===== src/rtl/serial_adder_acc_if.sv =====
// Handshake and operand bundle for serial_adder_acc.
// The master side issues operations; the slave side is the adder core.
interface serial_adder_acc_if #(
  parameter int WIDTH = 8
);
  logic             ena;
  logic             start;
  logic [1:0]       op;
  logic [WIDTH-1:0] a;
  logic [WIDTH-1:0] b;
  logic             cin;
  logic [WIDTH-1:0] sum;
  logic             cout;
  logic             overflow;
  logic             busy;
  logic             done;

  modport master (
    output ena, start, op, a, b, cin,
    input  sum, cout, overflow, busy, done
  );

  modport slave (
    input  ena, start, op, a, b, cin,
    output sum, cout, overflow, busy, done
  );
endinterface


===== src/rtl/serial_adder_acc.sv =====
// Digit-serial adder / subtractor / accumulator.
// Processes DIGIT bits per enabled clock with a registered carry; a WIDTH-bit
// operation takes N = WIDTH/DIGIT enabled cycles. The partial result is shifted
// into the vacated top of the A operand register, so no separate result shift
// register is needed, and sum only updates on completion.
module serial_adder_acc #(
  parameter int WIDTH = 8,
  parameter int DIGIT = 2
) (
  input  logic               clk,
  input  logic               rst_n,
  serial_adder_acc_if.slave  bus
);
  localparam int N     = WIDTH / DIGIT;
  localparam int CNT_W = (N > 1) ? $clog2(N) : 1;
  localparam logic [CNT_W-1:0] LAST = CNT_W'(N - 1);

  typedef enum logic       { IDLE, RUN } state_t;
  typedef enum logic [1:0] { OP_ADD = 2'b00, OP_SUB = 2'b01,
                             OP_ACC = 2'b10, OP_CLR = 2'b11 } op_t;

  state_t           state;
  logic [WIDTH-1:0] op_a;       // operand A; upper digits fill with result
  logic [WIDTH-1:0] op_b;       // operand B (inverted for SUB)
  logic             carry;
  logic [CNT_W-1:0] cnt;
  logic             a_msb;      // original, unshifted sign bits for overflow
  logic             b_msb;

  op_t              op_sel;
  logic [WIDTH-1:0] load_a;
  logic [WIDTH-1:0] load_b;
  logic             load_c;
  logic [DIGIT:0]   slice;
  logic [WIDTH-1:0] a_next;

  // Operand selection at accept time and the per-cycle digit add.
  // NOTE: every always_comb output gets a default first so no path can infer a latch.
  always_comb begin
    op_sel = op_t'(bus.op);
    load_a = bus.a;
    load_b = bus.b;
    load_c = bus.cin;
    case (op_sel)
      OP_SUB: begin
        load_b = ~bus.b;
        load_c = 1'b1;
      end
      OP_ACC:  load_a = bus.sum;
      default: ;
    endcase
    slice = {1'b0, op_a[DIGIT-1:0]} + {1'b0, op_b[DIGIT-1:0]}
          + {{DIGIT{1'b0}}, carry};
  end

  // New result digit enters A from the MSB side as A shifts right.
  if (DIGIT < WIDTH) begin : g_shift
    assign a_next = {slice[DIGIT-1:0], op_a[WIDTH-1:DIGIT]};
  end else begin : g_single
    assign a_next = slice[DIGIT-1:0];
  end

  // Control FSM, datapath registers and registered outputs.
  // NOTE: sequential state uses non-blocking assignments so every register samples pre-edge values.
  always_ff @(posedge clk or negedge rst_n) begin
    if (!rst_n) begin
      // NOTE: every register is in the async reset, so an abort mid-run leaves no stale state.
      state        <= IDLE;
      op_a         <= '0;
      op_b         <= '0;
      carry        <= 1'b0;
      cnt          <= '0;
      a_msb        <= 1'b0;
      b_msb        <= 1'b0;
      bus.sum      <= '0;
      bus.cout     <= 1'b0;
      bus.overflow <= 1'b0;
      bus.busy     <= 1'b0;
      bus.done     <= 1'b0;
    end else if (bus.ena) begin
      bus.done <= 1'b0;
      case (state)
        IDLE: begin
          if (bus.start) begin
            if (op_sel == OP_CLR) begin
              bus.sum      <= '0;
              bus.cout     <= 1'b0;
              bus.overflow <= 1'b0;
              bus.done     <= 1'b1;
            end else begin
              op_a     <= load_a;
              op_b     <= load_b;
              carry    <= load_c;
              a_msb    <= load_a[WIDTH-1];
              b_msb    <= load_b[WIDTH-1];
              cnt      <= '0;
              bus.busy <= 1'b1;
              state    <= RUN;
            end
          end
        end
        RUN: begin
          op_a  <= a_next;
          op_b  <= op_b >> DIGIT;
          carry <= slice[DIGIT];
          cnt   <= cnt + 1'b1;
          if (cnt == LAST) begin
            bus.sum      <= a_next;
            bus.cout     <= slice[DIGIT];
            bus.overflow <= (a_msb == b_msb) && (a_next[WIDTH-1] != a_msb);
            bus.done     <= 1'b1;
            bus.busy     <= 1'b0;
            state        <= IDLE;
          end
        end
        default: state <= IDLE;
      endcase
    end
  end
endmodule


===== src/flat_wrapper.sv =====
// flat-port wrapper written by rule: the top's interface ports become plain ports
module serial_adder_acc_flat 
#(
  parameter int WIDTH = 8,
  parameter int DIGIT = 2
)
  (clk, rst_n, bus_ena, bus_start, bus_op, bus_a, bus_b, bus_cin, bus_sum, bus_cout, bus_overflow, bus_busy, bus_done);
  serial_adder_acc_if #(.WIDTH(WIDTH)) bus_i ();
  input  logic clk;
  input  logic rst_n;
  input wire logic [$bits(bus_i.ena)-1:0] bus_ena;
  input wire logic [$bits(bus_i.start)-1:0] bus_start;
  input wire logic [$bits(bus_i.op)-1:0] bus_op;
  input wire logic [$bits(bus_i.a)-1:0] bus_a;
  input wire logic [$bits(bus_i.b)-1:0] bus_b;
  input wire logic [$bits(bus_i.cin)-1:0] bus_cin;
  output wire logic [$bits(bus_i.sum)-1:0] bus_sum;
  output wire logic [$bits(bus_i.cout)-1:0] bus_cout;
  output wire logic [$bits(bus_i.overflow)-1:0] bus_overflow;
  output wire logic [$bits(bus_i.busy)-1:0] bus_busy;
  output wire logic [$bits(bus_i.done)-1:0] bus_done;
  assign bus_i.ena = bus_ena;
  assign bus_i.start = bus_start;
  assign bus_i.op = bus_op;
  assign bus_i.a = bus_a;
  assign bus_i.b = bus_b;
  assign bus_i.cin = bus_cin;
  assign bus_sum = bus_i.sum;
  assign bus_cout = bus_i.cout;
  assign bus_overflow = bus_i.overflow;
  assign bus_busy = bus_i.busy;
  assign bus_done = bus_i.done;
  serial_adder_acc #(.WIDTH(WIDTH), .DIGIT(DIGIT)) u_core (.clk(clk), .rst_n(rst_n), .bus(bus_i));
endmodule

===== config.mk =====
export PLATFORM = sky130hd
export DESIGN_NAME = serial_adder_acc_flat
export DESIGN_NICKNAME = d
export VERILOG_FILES = /design/src/rtl/serial_adder_acc_if.sv /design/src/rtl/serial_adder_acc.sv /design/src/flat_wrapper.sv
export SDC_FILE = /design/constraint.sdc
export NUM_CORES = 1
export LEC_CHECK = 0
export BUFFER_PORTS_ARGS = -buffer_cell sky130_fd_sc_hd__buf_4
export CORE_ASPECT_RATIO = 0.6
export CORE_MARGIN = 4
export CORE_UTILIZATION = 30
export CTS_BUF_LIST = sky130_fd_sc_hd__clkbuf_16
export CTS_CLUSTER_SIZE = 12
export DETAILED_ROUTE_END_ITERATION = 7
export PLACE_DENSITY = 0.45
export SLEW_MARGIN = 5
export SYNTH_ARGS = -nofsm -noshare
export SYNTH_HDL_FRONTEND = slang
export SYNTH_SLANG_ARGS = --single-unit
export TNS_END_PERCENT = 30

===== constraint.sdc =====
create_clock -name clk -period 2.1 [get_ports clk]
set_input_delay 0.42 -clock clk [delete_from_list [all_inputs] [get_ports clk]]
set_output_delay 0.42 -clock clk [all_outputs]
set_load 0.005 [all_outputs]

==> run metrics <==
kind of end point of the critical path=register; die height=68.41 microns; number of antenna violations at the first check in global routing=0; fraction of final layout cells with drive strength greater than 1=0.2476; clock latency reported for the late side of the worst-skew pair=0.28 ns; overall global routing resource usage=0.1417; TritonCTS buffer count=5; Post-Syn Instances=177; worst min-delay path class=in2async; type of origin of the critical path=register; GP Congestion=0.7456; Setup TNS Final=0 ns; crit path launch=u_core.carry$_DFFE_PN0P_; data arrival time of the worst path=2.01 ns; number of fill cells=586; total area of sequential cells=850.8 sq um; number of hold-repair buffers added at the cts stage=0; Horiz. Die Dim=roughly 110 microns; DRT antenna net count=0; Clock Root Buffer=sky130_fd_sc_hd__clkbuf_16; Required @ worst endpoint=approximately 2.3 ns; Worst Path Class, Setup=reg2reg; count of inserted antenna diode cells=0; average footprint of a synthesized cell=10.31 sq um; worst max-slew margin expressed relative to the limit=0.5772; final core area utilization=0.3973; CTS sink count=34; max_cap viols=0; net count after synthesis=203; post-cts gate resize count=0; synth-to-layout area growth=24.76%; highest ir drop seen on vdd=0.4871 mV; outcome=complete, no violations; DRC=0; most common library cell in the layout ignoring fill and taps=sky130_fd_sc_hd__buf_4; area taken by multi-input logic gates=around 800 sq um; worst-path fanout max=4; netlist area before placement=1824 sq um; die footprint=7434 sq um; HPWL after DPL=3.346 mm; clk buf depth=2; highest-count cells in the layout ignoring fill and taps=sky130_fd_sc_hd__buf_4, sky130_fd_sc_hd__dfrtp_1, sky130_fd_sc_hd__inv_1; wire length of the first global-routing pass=slightly below 8 mm; via count of the first global-routing pass=1514; startpoint of the worst register-to-register path=u_core.carry$_DFFE_PN0P_; power density over the cells=between 1000 and 1500 nW/um^2; Syn. warnings=0; Final Power=0.002973 W; setup skew after layout=between 0.006 and 0.007 ns; Final Hold Viols=0; fraction of the yosys area taken by sequential cells=0.4664; vias post-DR=1451; buffer count from post-CTS setup fixing=0; IO Count=35; RSZ-0062 raised after global routing=no; H-tree lvl count=2; final setup violation count=0; TritonCTS clock tree=done; total iterations of the first detailed-routing run=4; f_max=552.5 MHz; Routed WL=4.912 mm; final cell area excluding filler cells=2276 sq um; leak pwr=1.104 nW; Site Rows=21; Std-Cell Core Area=5728 sq um; average routed wire per standard cell=~17 microns; worst-case hold slack=0.09886 ns; number of I/O port buffers=34; actual slew at the worst max-slew pin=0.6341 ns; grt ovf=0; initial cell density of the core=0.3185; pin count of the biggest net entering global routing=35; max-slew violations=0; Period minus WS final=1.810 ns; flop and latch count out of synthesis=34; via/cell ratio=5.003; number of different library cells in the post-synthesis netlist=39; clock slew at the register clock pins of the worst setup and hold paths=0.06 ns; fin nets=about 240; share of the clock period used by the worst path after layout=0.8620; Detailed Route Iter0 Violations=63; DP Area=2135 sq um
[synth_stat cells]
cell                        count  area [sq um]
sky130_fd_sc_hd__xor2_1         1         8.760
sky130_fd_sc_hd__o21ai_0       15         75.07
sky130_fd_sc_hd__mux2i_1        8         80.08
sky130_fd_sc_hd__a2bb2oi_1      1         8.760
sky130_fd_sc_hd__a21boi_4       1         18.77
sky130_fd_sc_hd__a211oi_1       6         45.04
sky130_fd_sc_hd__o32ai_1        5         43.79
sky130_fd_sc_hd__o22ai_1        1         6.260
sky130_fd_sc_hd__nand3b_1       1         7.510
sky130_fd_sc_hd__a21o_1         1         7.510
sky130_fd_sc_hd__clkbuf_1       4         15.01
sky130_fd_sc_hd__nor3_1         1         5.000
sky130_fd_sc_hd__nand2b_1       3         18.77
sky130_fd_sc_hd__o21ai_2        1         8.760
sky130_fd_sc_hd__ha_1           1         12.51
sky130_fd_sc_hd__buf_2          6         30.03
sky130_fd_sc_hd__a221o_1        5         50.05
sky130_fd_sc_hd__and2_1         2         12.51
sky130_fd_sc_hd__buf_6          2         22.52
sky130_fd_sc_hd__nand4b_1       1         8.760
sky130_fd_sc_hd__fa_1           2         40.04
sky130_fd_sc_hd__mux2_2         3         33.78
sky130_fd_sc_hd__o2bb2ai_1      1         8.760
sky130_fd_sc_hd__and3b_1        7         61.31
sky130_fd_sc_hd__o21a_1         2         15.01
sky130_fd_sc_hd__or4_1          1         7.510
sky130_fd_sc_hd__a22o_1         2         17.52
sky130_fd_sc_hd__and3_1         5         31.28
sky130_fd_sc_hd__buf_4          3         22.52
sky130_fd_sc_hd__a222oi_1       3         30.03
sky130_fd_sc_hd__o221ai_1       1         8.760
sky130_fd_sc_hd__a21oi_1        5         25.02
sky130_fd_sc_hd__dfrtp_1       34         850.8
sky130_fd_sc_hd__xnor2_1        1         8.760
sky130_fd_sc_hd__nor2_1         4         15.01
sky130_fd_sc_hd__nand2_1        5         18.77
sky130_fd_sc_hd__inv_1         23         86.33
sky130_fd_sc_hd__o31ai_1        1         7.510
sky130_fd_sc_hd__nand4_1        8         50.05
[area by class of cell]
cell class,instances,share of cell area
Clock buffer,5,0.05498
Clock inverter,3,0.007147
Inverter,23,0.03793
Multi-Input combinational cell,105,0.3502
Sequential cell,34,0.3738
Tap cell,80,0.04398
Timing Repair Buffer,40,0.1319
[state kept, by name, indices dropped and copies added (netlist names), 2 cells and up]
name and cells:
u_core.bus.sum 8, u_core.op_b 8, u_core.cnt 2, u_core.op_a 8
[layer usage]
layer  track usage  wire, microns  vias to the layer above
li1              -              -                      702
met1        0.2071           2561                      721
met2        0.2131           2093                       26
met3       0.03676            239                        2
met4       0.02520             17                        0
met5             0              0                        -
[final timing paths]
| kind | endpoint | slack (ns) | cells after the start |
|---|---|---|---|
| max in group asynchronous | u_core.op_a[0]$_DFFE_PN0P_ | 1.67 | 1 |
| max reg2reg | u_core.bus.overflow$_DFFE_PN0P_ | 0.29 | 7 |
| min | u_core.state$_DFFE_PN0P_ | 0.1 | 1 |
| min in group clk | u_core.op_b[7]$_DFFE_PN0P_ | 0.47 | 3 |
| min reg2reg | u_core.op_b[7]$_DFFE_PN0P_ | 0.48 | 1 |
| max | u_core.bus.overflow$_DFFE_PN0P_ | 0.29 | 7 |
[worst max-delay path, cell delays in order (launching register included)]
cell and delay (ns):
sky130_fd_sc_hd__dfrtp_1 0.34, sky130_fd_sc_hd__inv_1 0.06, sky130_fd_sc_hd__fa_1 0.42, sky130_fd_sc_hd__inv_1 0.08, sky130_fd_sc_hd__fa_1 0.45, sky130_fd_sc_hd__and3b_1 0.23
sky130_fd_sc_hd__a21oi_1 0.04, sky130_fd_sc_hd__o22ai_1 0.11
[where the power goes]
group	switching [W]	internal, W	leakage (nW)	total [W]
combinational	0.000552	0.000557	0.612	0.00111
clock	0.000276	0.000433	0.0672	0.000709
sequential	0.000209	0.000945	0.425	0.00115
[through the flow]
step	cells	setup WS, ns
final	290	0.2899
after global routing	290	0.1653
after CTS	290	0.2909
after detailed placement	282	0.3090
after global placement	282	0.3444
after floorplan	177	0.4097
[cells by family (layout without fill, tap and decap cells)]
| family | Yosys count | after routing | synth area share |
|---|---|---|---|
| XOR/XNOR | 2 | 2 | 0.009604 |
| buffers and inverters | 38 | 71 | 0.09670 |
| AND/OR/NAND/NOR | 38 | 38 | 0.1296 |
| flip-flops | 34 | 34 | 0.4664 |
| adder cells (fa/ha/maj) | 3 | 3 | 0.02881 |
| multiplexers | 11 | 11 | 0.06241 |
| AO/OA/AOI/OAI | 51 | 51 | 0.2065 |
No activity file was read; power rests on OpenSTA's default activity.
